**config.mk**
```make
export PLATFORM = sky130hd
export DESIGN_NAME = down_cnt_chain_load
export DESIGN_NICKNAME = d
export VERILOG_FILES = /design/src/rtl/down_cnt_chain_load_pkg.sv /design/src/rtl/down_cnt_mod_load.sv /design/src/rtl/down_cnt_chain_load.sv
export SDC_FILE = /design/constraint.sdc
export NUM_CORES = 1
export LEC_CHECK = 0
export CAP_MARGIN = 5
export CORE_MARGIN = 2
export CORE_UTILIZATION = 45
export CTS_CLUSTER_DIAMETER = 150
export DETAILED_ROUTE_END_ITERATION = 10
export MAX_ROUTING_LAYER = met4
export PLACE_DENSITY = 0.9
export SETUP_SLACK_MARGIN = 0.15
export SYNTH_ARGS = -nofsm -noshare
export SYNTH_HDL_FRONTEND = slang
export SYNTH_HIERARCHICAL = 1
export SYNTH_SLANG_ARGS = --single-unit
```
**constraint.sdc**
```tcl
create_clock -name clk -period 2.18 [get_ports clk]
set_input_delay 0.436 -clock clk [delete_from_list [all_inputs] [get_ports clk]]
set_output_delay 0.436 -clock clk [all_outputs]
set_load 0.03 [all_outputs]
```
**src/rtl/down_cnt_chain_load_pkg.sv**
```systemverilog
// rtl/down_cnt_chain_load_pkg.sv - shared types and helpers for the cascaded down-counter
//
// Contents:
//   state_t      one-shot timer FSM state (ST_IDLE, ST_RUN)
//   clamp_digit  limits a load value to the digit range 0..modulo-1
package down_cnt_chain_load_pkg;

    typedef enum logic [0:0] {
        ST_IDLE = 1'b0,
        ST_RUN  = 1'b1
    } state_t;

    // Evaluated at 32 bits so a single helper serves every digit width;
    // callers truncate the result back to their digit width.
    function automatic logic [31:0] clamp_digit(input logic [31:0] value,
                                                 input logic [31:0] modulo);
        logic [31:0] max_val;
        max_val = modulo - 32'd1;
        return (value > max_val) ? max_val : value;
    endfunction

endpackage

```
**src/rtl/down_cnt_mod_load.sv**
```systemverilog
// rtl/down_cnt_mod_load.sv - single modulo-MODULO down-counting digit with clamped parallel load
//
// Ports:
//   clk           system clock
//   rst_n         asynchronous active-low reset, clears the digit to 0
//   ce            decrement request for this digit (already chain-qualified)
//   load          parallel load strobe, wins over ce
//   ld_data       load value, clamped to MODULO-1
//   hold_at_zero  when set, a decrement at 0 holds instead of wrapping
//   q             current digit value
//   zero          q == 0
module down_cnt_mod_load
    import down_cnt_chain_load_pkg::*;
#(
    parameter int MODULO = 10,
    parameter int W      = 4
) (
    input  logic         clk,
    input  logic         rst_n,
    input  logic         ce,
    input  logic         load,
    input  logic [W-1:0] ld_data,
    input  logic         hold_at_zero,
    output logic [W-1:0] q,
    output logic         zero
);

    localparam logic [W-1:0] MAX_VAL = W'(MODULO - 1);

    logic [W-1:0] ld_clamped;

    assign ld_clamped = W'(clamp_digit(32'(ld_data), 32'(MODULO)));
    assign zero       = (q == '0);

    always_ff @(posedge clk or negedge rst_n) begin
        if (!rst_n) begin
            q <= '0;
        end else if (load) begin
            q <= ld_clamped;
        end else if (ce) begin
            if (zero) begin
                if (!hold_at_zero) begin
                    q <= MAX_VAL;
                end
            end else begin
                q <= q - 1'b1;
            end
        end
    end

endmodule

```
**src/rtl/down_cnt_chain_load.sv**
```systemverilog
// rtl/down_cnt_chain_load.sv - cascaded multi-digit modulo down-counter with load, borrow-out and one-shot timer
//
// Ports:
//   clk      system clock
//   rst_n    asynchronous active-low reset
//   ce       count-enable pulse (one decrement request)
//   load     parallel load strobe (priority over start and ce)
//   ld_data  load value, digit i at [i*W +: W]
//   oneshot  0 = free-run wrap, 1 = one-shot timer
//   start    arms the one-shot timer (ignored when oneshot=0)
//   q        current count, same packing as ld_data
//   zero     all digits zero
//   bo       borrow-out, ce & run_en & zero
//   busy     timer armed
//   done     one-cycle pulse after the expiring edge
module down_cnt_chain_load
    import down_cnt_chain_load_pkg::*;
#(
    parameter int DIGITS = 4,
    parameter int MODULO = 10,
    parameter int W      = 4
) (
    input  logic                clk,
    input  logic                rst_n,
    input  logic                ce,
    input  logic                load,
    input  logic [DIGITS*W-1:0] ld_data,
    input  logic                oneshot,
    input  logic                start,
    output logic [DIGITS*W-1:0] q,
    output logic                zero,
    output logic                bo,
    output logic                busy,
    output logic                done
);

    state_t              state;
    logic                run_en;
    logic                ce_cnt;
    logic                hold_at_zero;
    logic [DIGITS-1:0]   dig_zero;
    logic [DIGITS-1:0]   ce_dig;

    assign run_en       = oneshot ? (state == ST_RUN) : 1'b1;
    assign ce_cnt       = ce & run_en;
    assign zero         = &dig_zero;
    assign bo           = ce_cnt & zero;
    assign busy         = (state == ST_RUN);
    // One-shot expiry parks the count at zero; lower digits that are zero
    // under a nonzero upper digit must still wrap, hence the global zero term.
    assign hold_at_zero = oneshot & zero;

    for (genvar i = 0; i < DIGITS; i++) begin : g_digit
        // A digit decrements only when every lower digit is about to wrap.
        if (i == 0) begin : g_lsd
            assign ce_dig[i] = ce_cnt;
        end else begin : g_upper
            assign ce_dig[i] = ce_cnt & (&dig_zero[i-1:0]);
        end

        down_cnt_mod_load #(
            .MODULO (MODULO),
            .W      (W)
        ) u_digit (
            .clk          (clk),
            .rst_n        (rst_n),
            .ce           (ce_dig[i]),
            .load         (load),
            .ld_data      (ld_data[i*W +: W]),
            .hold_at_zero (hold_at_zero),
            .q            (q[i*W +: W]),
            .zero         (dig_zero[i])
        );
    end

    always_ff @(posedge clk or negedge rst_n) begin
        if (!rst_n) begin
            state <= ST_IDLE;
            done  <= 1'b0;
        end else begin
            done <= 1'b0;
            if (!oneshot) begin
                state <= ST_IDLE;
            end else if (load) begin
                // Load reloads the count but leaves the timer state alone,
                // which also cancels an expiry landing in the same cycle.
                state <= state;
            end else if (state == ST_IDLE) begin
                if (start) begin
                    state <= ST_RUN;
                end
            end else if (ce && zero) begin
                state <= ST_IDLE;
                done  <= 1'b1;
            end
        end
    end

endmodule

```
Word level (Yosys, flattened, before mapping)
Cells that the tools add are included.
- add/subtract/negate cells: 4
- equal/unequal tests: 5
- bitwise gates (word level): 6
- multiplexer cells: 27
- reductions and logical operators: 16
- magnitude comparators: 4
- operator list (operator ; number):
    $mux 4 ; 17
    $gt 4x4->1 const B ; 4
    $logic_not 4->1 ; 4
    $sub 4x1->4 const B ; 4
    $ne 3x3->1 const B ; 4
    $mux 1 ; 10
    $reduce_and 2->1 ; 5
    $reduce_bool 2->1 ; 4
    $and 1x1->1 ; 6
    $reduce_and 4->1 ; 1
    $reduce_and 3->1 ; 1
    $ne 2x2->1 const B ; 1
    $logic_and 1x1->1 ; 1
- output and inout port bits: 20
- register bits: 18
- word-level logic and storage cells: 68

Logic depth before layout (Yosys ltp)
- word-level depth: 7
- mapped depth: 6
- gate-level depth less buffers: 6

Modules after synthesis
Netlist, hierarchy kept.
- modules (own cells, without submodules) (module ; seq. area each (sq um) ; instances ; area an instance (sq um) ; cells each):
    down_cnt_mod_load ; 100.1 ; 4 ; 266.5 ; 26
    down_cnt_chain_load ; 50.0 ; 1 ; 156.4 ; 17

Worst setup path before layout
Ideal clock, no wire load.
- path type: reg2reg
- from: reg g_digit[0].u_digit.q[2]
- to: reg g_digit[3].u_digit.q[2]
- period minus slack after synthesis: 2151 ps
- cell stages (with the launch flop): 7
- required time: 2057 ps
- slack: 29 ps
- buffers on the path: 0
- arrival: 2028 ps
- library setup time: 123 ps
- cell sequence: dfrtp_1 nor4_1 o2111a_1 and2_1 nor3b_1 mux2i_1 o21ai_1
- longest elaborated chain between the ends: 5
- elaborated cells on any way between the ends: 8
- those cells by class: eq/ne (1); bitwise (2); reduce/logical (5)
- ends and longest elaborated chain (element ; line ; text):
    start: declaration ; down_cnt_mod_load.sv:24 ; output logic [W-1:0] q,
    start signal: assignment ; down_cnt_mod_load.sv:39 ; q <= ld_clamped;
    start signal: assignment ; down_cnt_mod_load.sv:46 ; q <= q - 1'b1;
    $logic_not 4->1 ; down_cnt_mod_load.sv:33 ; assign zero = (q == '0);
    named net dig_zero[0] ; down_cnt_chain_load.sv:41 ; logic [DIGITS-1:0] dig_zero;
    $reduce_and 3->1 ; down_cnt_chain_load.sv:58 ; assign ce_dig[i] = ce_cnt & (&dig_zero[i-1:0]);
    $and 1x1->1 ; down_cnt_chain_load.sv:58 ;
    named net ce_dig[3] ; down_cnt_chain_load.sv:42 ; logic [DIGITS-1:0] ce_dig;
    $reduce_bool 2->1 (no line) ; -- ;
    $reduce_and 2->1 (no line) ; -- ;
    end signal: assignment ; down_cnt_mod_load.sv:39 ;
    end signal: assignment ; down_cnt_mod_load.sv:46 ;
    end: declaration ; down_cnt_mod_load.sv:24 ;
The timed path passes the listed nets, and every way through them passes these cells.
A chain may end at the register's enable or synchronous reset.

Worst setup path in the final report
- from: reg g_digit[0].u_digit.q[1]
- to: out bo
- longest elaborated chain between the ends: 3
- ends and longest elaborated chain (element ; line ; text):
    $logic_not 4->1 ; down_cnt_mod_load.sv:33 ;
    named net dig_zero[0] ; down_cnt_chain_load.sv:41 ;
    $reduce_and 4->1 ; down_cnt_chain_load.sv:46 ; assign zero = &dig_zero;
    $and 1x1->1 ; down_cnt_chain_load.sv:47 ; assign bo = ce_cnt & zero;
    end: declaration ; down_cnt_chain_load.sv:32 ; output logic bo,
The timed path passes the listed nets, and every way through them passes these cells.

==> parameters.txt <==
Parameter                              Value

GRT
  Residual overflow from global routing    0
  Pin count of the biggest net entering global routing    19
  Global-route usage over all layers    0.2490
  First-pass GRT wire length    6141 um
  Number of global-route vias before repair    1332
  Initial antenna violation count    0

Power and ir drop
  Total design power    0.9741 mW
  Power per cell area    480.0 mW/mm^2
  IR drop worst, VDD    332.5 uV
  Static power due to leakage    0.8337 nW

Yosys
  Net count after synthesis    143
  Syn_area_per_cell    10.10 um^2
  Synth Cell Area    0.001222 mm^2
  Top cells by area, synth    sky130_fd_sc_hd__dfrtp_1 (37%), sky130_fd_sc_hd__nor4b_4 (7.8%), sky130_fd_sc_hd__nand2b_1 (6.1%), sky130_fd_sc_hd__o21ai_0 (4.9%), sky130_fd_sc_hd__nand3b_1 (4.9%)
  Sequential element share of the synthesized area    0.3685
  Largest area contributor in the synthesized netlist    sky130_fd_sc_hd__dfrtp_1
  Count of unique library cells instantiated by Yosys    28
  Yosys warning total    6
  Post-Synthesis Cells    121
  Share of Yosys cell area claimed by the top area cell type    0.3685
  Count of state elements after synthesis    18

STA
  Min Tclk post-route    2116 ps
  Number of setup violations in the final report    0
  Summed negative setup slack over all endpoints    0 ps
  Largest clock skew in the final design    1.274 ps
  Top achievable clock speed    0.4725 GHz
  Actual slew at the worst max-slew pin    365.6 ps
  Relative slew slack    0.7555
  Number of failing hold endpoints at the final stage    0
  RSZ-0062 raised after global routing    true
  Period utilization    0.9707
  Max Slew Vio Count    0

Cells and area
  Number of antenna diodes    0
  Area growth from synthesis to final layout    66.02%
  Post-route cell area    0.002029 mm^2
  Utilization after layout    0.8046
  Filler cell count    159
  # nets final    211
  Fraction of final layout cells with drive strength greater than 1    0.3298

Worst setup path
  Arrival time of the worst setup path    1680 ps
  R2R cell count    7
  Crit Path Category    reg2out
  Data required time at the worst endpoint    1740 ps
  Crit path launch type    flop
  Critical path capture point type    output pin
  Worst Path Max Fanout    6
  Reg-to-Reg Start    g_digit[0].u_digit/q[1]
  Reg-to-reg endpoint    g_digit[3].u_digit/q[3]
  Worst R2R Setup Slack    90 ps

Clock tree
  Root Buffer    sky130_fd_sc_hd__clkbuf_4
  Clock latency at the later pin of the worst-skew pair    300 ps
  Num CTS Buffers    3
  Buffer levels on the longest clock path    2
  CTS HTree Levels    1
  CTS tree    done
  Number of sinks on the clock net    18
  Clock slew at the register clock pins of the worst setup and hold paths    110 ps

Die
  Area inside the core boundary    0.002522 mm^2
  Overall die area    0.003149 mm^2
  Std-Cell Rows    18
  Horizontal die dimension    56.12 um
  Vertical extent of the die    56.12 um
  I/O Pins    42
  Initial standard-cell utilization of the core    0.4846

Route
  Final wirelength    3743 um
  Vias post-DR    1295
  Count of TritonRoute iterations in the first routing pass    4
  Remaining number of nets flagged by the antenna check after routing    0
  Average vias per placed instance    5.940
  DRC violation count after routing    0
  DR iter-0 viols    47
  Post-DR wirelength/cell    17.17 um

Place
  Final estimated routing congestion in global placement    0.8511
  HPWL after detailed placement    2519 um
  Port Buffer Count    41
  Placed Area    0.001795 mm^2

Flow run
  Max cap viols    0

Min path
  Classification of the worst-slack hold path    in2async

Status
  Status    finished clean
critical path, stage by stage, from the launching register on:
cell and delay [ps]:
sky130_fd_sc_hd__dfrtp_2 480, sky130_fd_sc_hd__nor4_4 320, sky130_fd_sc_hd__o2111a_1 260, sky130_fd_sc_hd__and3_4 190, sky130_fd_sc_hd__buf_6 120
routing by layer:
metal / up-vias / GRT usage / wire length, um
met5: - / - / 0
met4: 0 / 0.06463 / 14
met3: 2 / 0.04186 / 195
met2: 45 / 0.4319 / 1998
met1: 647 / 0.2990 / 1533
li1: 601 / - / -
synthesized netlist by cell type, drive strengths merged:
cell	count
dfrtp	18
and2	2
nor2	3
nor4	4
mux2i	4
nor3b	8
buf	4
inv	3
nand2b	12
nand4	1
a21boi	1
nand3b	9
a221o	4
and3	1
nor3	5
a2111oi	1
o21ai	16
nor4b	8
and2b	4
a21oi	4
o21a	4
a22oi	4
o2111a	1
area by class of cell:
class                      instances  area [um^2]  area share
clock buffer                       4        36.28     0.01788
multi-input combinational         96        853.3      0.4205
inverter                           3        11.26    0.005549
timing repair buffer              67        635.6      0.3132
tap                               30        37.54     0.01850
sequential                        18        455.4      0.2244
per-stage QoR:
stage	hold slack, ps	instances	setup slack, ps
CTS	449.0	212	56.93
floorplan	140.4	121	148.0
finish	453.2	218	63.81
global placement	615.9	204	102.4
detailed placement	624.6	204	43.91
global route	459.5	218	4.096
cell families (layout without fill, tap and decap cells):
kind of cell           count (synthesis)  count (layout)  synth area share
and+or+nand+nor                       57              57            0.3818
AOI/OAI and AO/OA                     35              35            0.1914
DFF                                   18              18            0.3685
buffers and inverters                  7              74           0.02559
muxes                                  4               4           0.03275
how the worst max path moves through the flow:
stage | startpoint | end | slack, ps | cells past startpoint
6_report | g_digit[0].u_digit/q[1] | bo | 60 | 4
3_5_place_dp | oneshot | g_digit[3].u_digit/q[3] | 40 | 7
2_1_floorplan | g_digit[0].u_digit/q[2] | g_digit[3].u_digit/q[2] | 150 | 6
4_1_cts | g_digit[0].u_digit/q[3] | bo | 60 | 4
5_1_grt | g_digit[0].u_digit/q[3] | bo | 4 | 4
3_3_place_gp | ce | g_digit[1].u_digit/q[2] | 100 | 6
repair_timing:
item | 4_1_cts | 5_1_grt
pin swaps | 4 | 2
endpoints found under the setup margin | 7 | 21
buffers inserted | 4 | 6
gates resized for setup | 12 | 18
hold buffers | 0 | 0
power by group:
| group | internal (mW) | switching, mW | leakage [nW] |
|---|---|---|---|
| logic | 0.171 | 0.177 | 0.599 |
| clock network | 0.102 | 0.112 | 0.0210 |
| registers | 0.364 | 0.0485 | 0.214 |
| total | 0.636 | 0.338 | 0.834 |
cell usage in the layout (no fill, tap or decap), drive strengths merged, types with 2 or more instances in the layout:
| master | count |
|---|---|
| a21oi | 4 |
| a221o | 4 |
| a22oi | 4 |
| and2 | 2 |
| and2b | 4 |
| buf | 28 |
| clkbuf | 4 |
| clkdlybuf4s50 | 31 |
| dfrtp | 18 |
| dlymetal6s2s | 8 |
| inv | 3 |
| mux2i | 4 |
| nand2b | 12 |
| nand3b | 9 |
| nor2 | 3 |
| nor3 | 5 |
| nor3b | 8 |
| nor4 | 4 |
| nor4b | 8 |
| o21a | 4 |
| o21ai | 16 |
sequential cells by signal, summed over array words and instances (netlist names):
| name | flops |
|---|---|
| g_digit.u_digit/q | 16 |
| busy | 1 |
| done | 1 |
(Power assumes the default switching activity.)
==> edit: new RTL, same settings <==
Add an input register stage for `ce`, `load`, `ld_data`, `oneshot` and `start`, with the module's reset; this delays them by one clock.
--- a/src/rtl/down_cnt_chain_load.sv
+++ b/src/rtl/down_cnt_chain_load.sv
@@ -36,2 +36,24 @@
 
+    logic ce_q;
+    logic load_q;
+    logic [DIGITS*W-1:0] ld_data_q;
+    logic oneshot_q;
+    logic start_q;
+
+    always_ff @(posedge clk or negedge rst_n) begin
+        if (!rst_n) begin
+            ce_q      <= '0;
+            load_q    <= '0;
+            ld_data_q <= '0;
+            oneshot_q <= '0;
+            start_q   <= '0;
+        end else begin
+            ce_q      <= ce;
+            load_q    <= load;
+            ld_data_q <= ld_data;
+            oneshot_q <= oneshot;
+            start_q   <= start;
+        end
+    end
+
     state_t              state;
@@ -43,4 +65,4 @@
 
-    assign run_en       = oneshot ? (state == ST_RUN) : 1'b1;
-    assign ce_cnt       = ce & run_en;
+    assign run_en       = oneshot_q ? (state == ST_RUN) : 1'b1;
+    assign ce_cnt       = ce_q & run_en;
     assign zero         = &dig_zero;
@@ -50,3 +72,3 @@
     // under a nonzero upper digit must still wrap, hence the global zero term.
-    assign hold_at_zero = oneshot & zero;
+    assign hold_at_zero = oneshot_q & zero;
 
@@ -67,4 +89,4 @@
             .ce           (ce_dig[i]),
-            .load         (load),
-            .ld_data      (ld_data[i*W +: W]),
+            .load         (load_q),
+            .ld_data      (ld_data_q[i*W +: W]),
             .hold_at_zero (hold_at_zero),
@@ -81,5 +103,5 @@
             done <= 1'b0;
-            if (!oneshot) begin
+            if (!oneshot_q) begin
                 state <= ST_IDLE;
-            end else if (load) begin
+            end else if (load_q) begin
                 // Load reloads the count but leaves the timer state alone,
@@ -88,6 +110,6 @@
             end else if (state == ST_IDLE) begin
-                if (start) begin
+                if (start_q) begin
                     state <= ST_RUN;
                 end
-            end else if (ce && zero) begin
+            end else if (ce_q && zero) begin
                 state <= ST_IDLE;
Formal check against the unedited RTL: not equivalent (Yosys sat finds a counterexample within 4 cycles, from zero or initial values and one cycle with rst_n low).
==> edit against the original RTL <==
Sequential power increased by 98%; setup slack improved by 0.062 ns; first-iteration DRC count increased to 3.2 times the old value; routed wire length increased by 7.3%; sequential share of layout area increased by 14 points; non-clock buffer count decreased by 4; combinational power decreased by 3%; sequential cell count increased by 20; count of clock-buffer cells in the layout increased by 2; clock power increased to 3.4 times the old value; design area increased by 28%; highest routed layer unchanged; area after synthesis increased by 41%; total power increased by 94%.
==> edit: results (changes against the original RTL) <==
.. list-table::
   :header-rows: 1

   * - Metric
     - Value
   * - Result of the run
     - complete, no violations
   * - Net count, final
     - 229 (+8.5%)
   * - DP Cell Count
     - 238 (+17%)
   * - Critical R2R Launch
     - g_digit[0].u_digit/q[2]
   * - Inserted Clock Buffers
     - 5 (+2)
   * - Pre-CTS worst setup slack
     - 0.0626 ns (+0.0187 ns)
   * - Arr. time, crit path
     - 1.62 ns (-0.06 ns)
   * - Number of filler instances in the final layout
     - 242 (+52%)
   * - R2R Path End
     - g_digit[2].u_digit/q[2]
   * - Detailed router's first-iteration violation count
     - 149 (+220%)
   * - Final clock skew
     - 0.00879 ns (+0.00752 ns)
   * - Detailed placer's ending HPWL
     - 2760 um (+9.7%)
   * - Register-to-register path setup slack
     - 0.22 ns (+0.13 ns)
   * - Placer's final routability congestion estimate
     - 0.866 (+1.7%)
   * - Routed wire per std cell
     - 15.7 um (-8.6%)
   * - Root Driver
     - sky130_fd_sc_hd__clkbuf_8
   * - Leakage power of the design
     - 1.07 nW (+28%)
   * - Clock transition at the registers of the reported paths
     - 0.08 ns (-0.03 ns)
   * - Global-route wire length before repair
     - 6430 um (+4.7%)
   * - Most area-consuming cells after synthesis
     - sky130_fd_sc_hd__dfrtp_1 (55%), sky130_fd_sc_hd__nor4b_4 (5.5%), sky130_fd_sc_hd__nand2b_1 (4.4%)
   * - Mean area per synthesized cell
     - 12.2 um2 (+21%)
   * - Net count of the mapped netlist
     - 163 (+14%)
   * - Seq/Total Area, Yosys
     - 55.2% (+18 points)
   * - Mean number of vias per cell
     - 5.52 (-7.2%)
   * - Critical Path Slowest Stage Cell
     - sky130_fd_sc_hd__dfrtp_1
   * - H-tree levels
     - 2 (+1)
   * - Placed standard-cell area
     - 2280 um2 (+27%)
edit: cell count changes in the layout (fill, tap and decap cells not counted), sizes merged:
cell           unedited run  this run
clkdlybuf4s50            31        32
dlymetal6s2s              8         6
dfrtp                    18        38
bufinv                    0         2
buf                      28        25
clkbuf                    4         6
edit: stage by stage:
stage	total power [mW]	hold WS, ns	util (%)
after floorplan	0.975	0.140	-
after global placement	1.13	0.490	62.4
after detailed placement	1.14	0.503	62.4
after CTS	1.89	0.250	68.0
after global routing	1.96	0.295	71.2
final	1.89	0.233	71.2
edit: worst register-to-register path, stage by stage (launching register included):
cell and delay [ns]:
sky130_fd_sc_hd__dfrtp_1 0.42, sky130_fd_sc_hd__nor4_4 0.32, sky130_fd_sc_hd__o2111a_2 0.26, sky130_fd_sc_hd__buf_4 0.11, sky130_fd_sc_hd__buf_4 0.11, sky130_fd_sc_hd__nor3b_1 0.29, sky130_fd_sc_hd__mux2i_1 0.22, sky130_fd_sc_hd__o21ai_1 0.09
edit: cell type report:
| cell class | instances | area share [%] |
|---|---|---|
| flip-flops and latches | 38 | 36.6 |
| multi-input cells | 96 | 32.6 |
| repair buffers | 63 | 22.6 |
| clock buffers | 6 | 3.17 |
| clock inverters | 2 | 2.30 |
| well taps | 48 | 2.30 |
| inverters | 3 | 0.432 |
edit: cells by family after synthesis:
kind of cell / count (synthesis) / share of synthesized area (%)
compound gates: 35 / 13.6
simple gates: 57 / 27.1
buf+inv: 7 / 1.82
flops: 38 / 55.2
mux: 4 / 2.32
edit: power by group through the flow:
stage	Clock, mW	Combinational [mW]	Sequential, mW
floorplan	0	0.0893	0.886
global placement	0	0.310	0.816
detailed placement	0	0.319	0.823
CTS	0.747	0.330	0.813
global route	0.776	0.363	0.822
finish	0.734	0.339	0.815
edit: worst max path at each step:
stage	start	end	slack, ns
finish	g_digit[0].u_digit/q[2]	bo	0.13
CTS	g_digit[0].u_digit/q[1]	zero	0.11
global placement	g_digit[1].u_digit/q[3]	g_digit[3].u_digit/q[2]	0.12
detailed placement	g_digit[1].u_digit/q[3]	g_digit[3].u_digit/q[2]	0.06
floorplan	g_digit[0].u_digit/q[2]	g_digit[3].u_digit/q[2]	0.15
global route	g_digit[0].u_digit/q[2]	g_digit[1].u_digit/q[0]	0.06
edit: routing by layer:
| layer | vias to the layer above | routed length (um) | GRT usage, % |
|---|---|---|---|
| li1 | 655 | - | - |
| met1 | 697 | 1640 | 24.7 |
| met2 | 50 | 2040 | 31.8 |
| met3 | 10 | 226 | 6.13 |
| met4 | 0 | 112 | 12.0 |
| met5 | - | 0 | - |
edit: timing repair:
item,in CTS,in global routing
setup buffers,3,7
resized for setup,8,17
pin swaps,3,7
endpoints found under the setup margin,9,16
